$ cat src/rtl/reg_writeback.sv
// Write-back stage: accepts retiring instructions from MEM, waits for the
// data-memory response on loads, extracts/extends load data and issues one
// registered register-file write (and retire pulse) per instruction.
// Optional retired-instruction counter: define WB_RETIRE_CNT_EN.
module reg_writeback #(
  parameter int unsigned XLEN  = 32,
  parameter int unsigned CNT_W = 64
) (
  input  logic             clk,
  input  logic             rst,
  input  logic             in_valid,
  output logic             in_ready,
  input  logic             in_reg_write,
  input  logic [4:0]       in_rd_addr,
  input  logic [1:0]       in_wb_sel,
  input  logic [XLEN-1:0]  in_alu_result,
  input  logic [XLEN-1:0]  in_pc_plus4,
  input  logic [2:0]       in_funct3,
  input  logic             mem_rsp_valid,
  input  logic [XLEN-1:0]  mem_rsp_data,
  output logic             reg_write,
  output logic [4:0]       rd_addr,
  output logic [XLEN-1:0]  rd_data,
  output logic             retire,
  output logic [CNT_W-1:0] retire_count
);

  typedef enum logic {IDLE, LOAD_WAIT} state_t;

  state_t          state, state_nxt;
  logic [4:0]      ld_rd;
  logic [2:0]      ld_funct3;
  logic [1:0]      ld_off;
  logic            ld_we;
  logic            capture;
  logic            done;
  logic            we_nxt;
  logic [4:0]      addr_nxt;
  logic [XLEN-1:0] data_nxt;

  // Select byte/half from the aligned word and sign- or zero-extend it
  function automatic logic [XLEN-1:0] extract(input logic [2:0]      f3,
                                              input logic [1:0]      off,
                                              input logic [XLEN-1:0] w);
    logic [7:0]  b;
    logic [15:0] h;
    case (off)
      2'd0:    b = w[7:0];
      2'd1:    b = w[15:8];
      2'd2:    b = w[23:16];
      default: b = w[31:24];
    endcase
    h = off[1] ? w[31:16] : w[15:0];
    case (f3)
      3'b000:  extract = {{(XLEN-8){b[7]}}, b};
      3'b100:  extract = {{(XLEN-8){1'b0}}, b};
      3'b001:  extract = {{(XLEN-16){h[15]}}, h};
      3'b101:  extract = {{(XLEN-16){1'b0}}, h};
      default: extract = w;
    endcase
  endfunction

  // State register
  always_ff @(posedge clk or negedge rst) begin
    if (!rst) state <= IDLE;
    else      state <= state_nxt;
  end

  // Next state, handshake and completion decode
  always_comb begin
    state_nxt = state;
    in_ready  = 1'b0;
    capture   = 1'b0;
    done      = 1'b0;
    we_nxt    = 1'b0;
    addr_nxt  = in_rd_addr;
    data_nxt  = in_alu_result;
    case (state)
      IDLE: begin
        in_ready = 1'b1;
        if (in_valid) begin
          if (in_wb_sel == 2'b01) begin
            capture   = 1'b1;
            state_nxt = LOAD_WAIT;
          end else begin
            done     = 1'b1;
            we_nxt   = in_reg_write && (in_rd_addr != 5'd0) && (in_wb_sel != 2'b11);
            data_nxt = (in_wb_sel == 2'b10) ? in_pc_plus4 : in_alu_result;
          end
        end
      end
      LOAD_WAIT: begin
        addr_nxt = ld_rd;
        data_nxt = extract(ld_funct3, ld_off, mem_rsp_data);
        if (mem_rsp_valid) begin
          done      = 1'b1;
          we_nxt    = ld_we && (ld_rd != 5'd0);
          state_nxt = IDLE;
        end
      end
      default: state_nxt = IDLE;
    endcase
  end

  // Hold the load's destination and extraction controls while waiting
  always_ff @(posedge clk or negedge rst) begin
    if (!rst) begin
      ld_rd     <= '0;
      ld_funct3 <= '0;
      ld_off    <= '0;
      ld_we     <= 1'b0;
    end else if (capture) begin
      ld_rd     <= in_rd_addr;
      ld_funct3 <= in_funct3;
      ld_off    <= in_alu_result[1:0];
      ld_we     <= in_reg_write;
    end
  end

  // Registered write port; address/data hold when nothing completes
  always_ff @(posedge clk or negedge rst) begin
    if (!rst) begin
      reg_write <= 1'b0;
      retire    <= 1'b0;
      rd_addr   <= '0;
      rd_data   <= '0;
    end else begin
      reg_write <= done && we_nxt;
      retire    <= done;
      if (done) begin
        rd_addr <= addr_nxt;
        rd_data <= data_nxt;
      end
    end
  end

`ifdef WB_RETIRE_CNT_EN
  logic [CNT_W-1:0] cnt;

  // Count completions; advances on the same edge that raises retire
  always_ff @(posedge clk or negedge rst) begin
    if (!rst)      cnt <= '0;
    else if (done) cnt <= cnt + CNT_W'(1);
  end

  assign retire_count = cnt;
`else
  assign retire_count = '0;
`endif

endmodule

$ cat config.mk
export PLATFORM = sky130hd
export DESIGN_NAME = reg_writeback
export DESIGN_NICKNAME = d
export VERILOG_FILES = /design/src/rtl/reg_writeback.sv
export SDC_FILE = /design/constraint.sdc
export NUM_CORES = 1
export LEC_CHECK = 0
export ABC_AREA = 0
export CORE_MARGIN = 3
export CORE_UTILIZATION = 34
export CTS_BUF_LIST = sky130_fd_sc_hd__clkbuf_16
export CTS_CLUSTER_SIZE = 40
export DETAILED_ROUTE_END_ITERATION = 10
export PLACE_DENSITY = 0.77
export RECOVER_POWER = 50
export SLEW_MARGIN = 40
export SYNTH_ARGS = -nofsm -noshare
export SYNTH_HDL_FRONTEND = slang
export SYNTH_SLANG_ARGS = --single-unit
$ cat constraint.sdc
create_clock -name clk -period 2 [get_ports clk]
set_clock_uncertainty 0.15 [all_clocks]
set_input_delay 0.4 -clock clk [delete_from_list [all_inputs] [get_ports clk]]
set_output_delay 0.4 -clock clk [all_outputs]
set_load 0.005 [all_outputs]
==> results.md <==
- Routed wire length: 12,000 µm
- Worst Path Max Fanout: 8
- Grt ovf: 0
- Clock root cell: clkbuf_16
- Total Nets Final: 687
- Dpl hpwl: 9440 µm
- Fmax: 513 MHz
- Vias: 3,492
- FP Rows: 36
- Drt via density: between 4 and 5
- Max VDD drop: 0.416 mV
- Synthesized-area fraction occupied by adder cells: 0
- GPL Wtd Cong: 0.866
- Worst setup path endpoint: rd_data[29]
- Worst EP arrival: just over 2 ns
- Area grow syn2layout: 54.6%
- Mapped Cells: roughly 400
- Area of the core: 10000 µm²
- Pwr/cell area: 719 nW/µm²
- Synth Register Bits: 51
- Min Hold Slack: 0.349 ns
- Die Area: 11,700 µm²
- Post-Synth Simple-Gate Area: 0.161
- Seq. cell area: about 1300 µm²
- Utilization after layout: 0.551
- Worst R2R Start: ld_funct3[0]
- I/O Buffers: 150
- Pleak: 0.00242 µW
- Share of cells above drive strength 1: 0.161
- Largest delay contributor family on the critical path: compound AO/OA/AOI/OAI gates
- Wire per inst: 16.8 µm
- Crit. Startpoint: ld_funct3[0]
- Predominant post-synthesis flop cell: dfrtp_1
- Yosys top cell by area: dfrtp_1
- Minimum clock period after layout: around 2 ns
- CTS max path bufs: 2
- Pin count of the biggest net entering global routing: 31
- Max-slew headroom: 0.604
- Initial antenna violation count: 1
- Slowest stage cell, crit path: dfrtp_1
- Min-delay src: rd_addr[3]
- Synth Area in XOR/XNOR: 0
- Largest family of logic cells by synthesized area: compound AO/OA/AOI/OAI gates
- Final Cycle Share: 0.975
- Critical path buffers and inverters: 1
- I/O pins: 215
- Worst Hold Class: register to register
- H-tree depth: 2
- Stages on worst setup path: 5
- Initial DRC count: 170
- Initial DRT Pass Iterations: 5
- Syn Area/Cell: 8.86 µm²
- Global-route wire length before repair: 18,000 µm
- Die height: 108 µm
- # DRC: 0
- Clk_lat worst skew: 0.28 ns
- Clock-pin slew on the worst setup and hold paths: approximately 0.07 ns
- Crit start category: register
- Multi-input gate area: 1950 µm²
- CTS Sinks: 51
- Max-slew violation count: 0
- Count of final hold-check violations: 0
- Post-synth top area share: 0.358
- Reg2reg path depth: 5
- Fillers: a little under 900
- Max incr delay on CP: ~0.4 ns
- Worst slew pin tran: 0.594 ns
- Cell Area, Synth: 3560 µm²
- YS warnings: 0
- Vias in the first global route: 3,467
- TritonCTS Buffers: 5
- Sequential-to-total area share from yosys stat: 0.358
- Required @ worst endpoint: 2.08 ns
- Post-synth ARST share: 1.00
- Post-synthesis mux area share: 0.101
- Initial Util: 0.356
- Worst Setup End Kind: register
- Critical path cell sequence: or2_4, mux2_4, o31ai_4, clkbuf_16, o221a_2
- Compound-Gate Fraction of Synth Area: 0.200
- Post-synth EDFFs: 0
- Max-Cap Viols: 0
- FF-to-FF End: rd_data[29]
- Critical path class: register to register
- DRT antenna net count: 0
- Status: finished, final reports clean
- Worst R2R Setup Slack: 0.05 ns
- Cell variety after synth: 37
- Die X: 108 µm
- Synth area leaders: dfrtp_1 (36%), buf_4 (14%), mux2i_1 (5.9%), nor2_1 (5.3%), o221a_2 (5.1%)
- CTS tree: built
- Final setup fails: 0
- Gr usage total: 0.196
==> worst min path at each step <==
stage / endpoint / slack (ns) / cells after the start
floorplan: ld_funct3[0] / -0.05 / 0
global placement: rd_data[16] / 0.25 / 1
detailed placement: rd_data[16] / 0.27 / 1
CTS: rd_addr[3] / 0.36 / 2
global route: rd_addr[0] / 0.38 / 2
finish: rd_addr[3] / 0.35 / 2
==> worst register-to-register path: stages, from the launching register on <==
cell and delay, ns:
dfrtp_1 0.40, or2_4 0.27, mux2_4 0.31, o31ai_4 0.36, clkbuf_16 0.22, o221a_2 0.18
==> stage by stage <==
stage | cell area (µm²) | power (µW) | std cells | setup WS [ns] | setup TNS (ns)
2_1_floorplan | 3800 | 2220 | 465 | 0.173 | 0
5_1_grt | 5510 | 4200 | 711 | -0.0224 | -0.0293
4_1_cts | 5410 | 3940 | 707 | 0.00651 | 0
3_3_place_gp | 5250 | 3060 | 698 | -0.464 | -8.94
3_5_place_dp | 5260 | 3110 | 698 | -0.315 | -8.60
6_report | 5510 | 3960 | 711 | 0.0493 | 0
==> layout by cell type, fill, tap and decap left out, types with 2 or more instances in the layout <==
cell             count
clkinv_2             2
mux2i_1             13
or4_1                2
a21oi_1             14
buf_12               6
a221o_1              2
mux2i_2              8
nor2b_1              5
nand2_1             15
a221oi_1             6
conb_1              64
a211oi_1             7
a22oi_1              3
o22ai_1              4
o221a_2             16
mux2_2              12
a222oi_1             7
inv_1               16
o21ai_0             30
nor3_1               7
and2_1              17
nor2_1              49
buf_4               31
dfrtp_1             50
nand2b_1            17
clkdlybuf4s50_1    131
o21ai_1              2
dlygate4sd3_1       14
clkbuf_16            6
dlymetal6s2s_1       5
==> cell families after synthesis <==
| kind of cell | count (synthesis) |
|---|---|
| other cells | 1 |
| compound gates | 97 |
| buf+inv | 102 |
| flops | 51 |
| mux | 34 |
| simple gates | 117 |
==> cells in the mapped netlist, types with 12 or more instances <==
cell and n:
inv_1 14, o221a_2 16, nand2_1 15, clkbuf_1 17, dfrtp_1 51, nand2b_1 17, mux2_2 12, and2_1 17
o21ai_0 32, a21oi_1 14, nor2_1 50, buf_4 65, mux2i_1 21
==> final cells by class <==
type                       instances  share of cell area
antenna                            1            0.000454
tap                              133              0.0302
sequential                        51               0.232
timing repair buffer             191               0.348
clock buffer                       5              0.0227
multi-input combinational        312               0.354
inverter                          15              0.0104
clock inverter                     3             0.00227
==> routing by layer <==
metal	part of all wire	up-vias	GRT usage	wire [µm]
li1	-	1647	-	-
met1	0.39	1650	0.238	4650
met2	0.49	179	0.337	5850
met3	0.10	16	0.0585	1250
met4	0.018	0	0.0532	216
met5	0	-	0	0
==> registers in the layout, indices dropped and copies added, names as in the netlist <==
name,count
rd_addr,5
ld_funct3,3
ld_off,2
rd_data,32
ld_rd,5
reg_write,1
retire,1
ld_we,1
state,1
==> report_power, final <==
group | internal (µW) | switching, µW
Sequential | 1270 | 175
Combinational | 995 | 695
Clock | 454 | 373
Total | 2720 | 1240
==> repair_timing <==
item,4_1_cts,5_1_grt
hold endpoints to repair,22,0
hold buffers,1,0
buffers inserted,0,3
resized for setup,2,21
pin swaps,0,2
gates cloned,0,1
endpoints found under the setup margin,2,28
(Power assumes the default switching activity.)
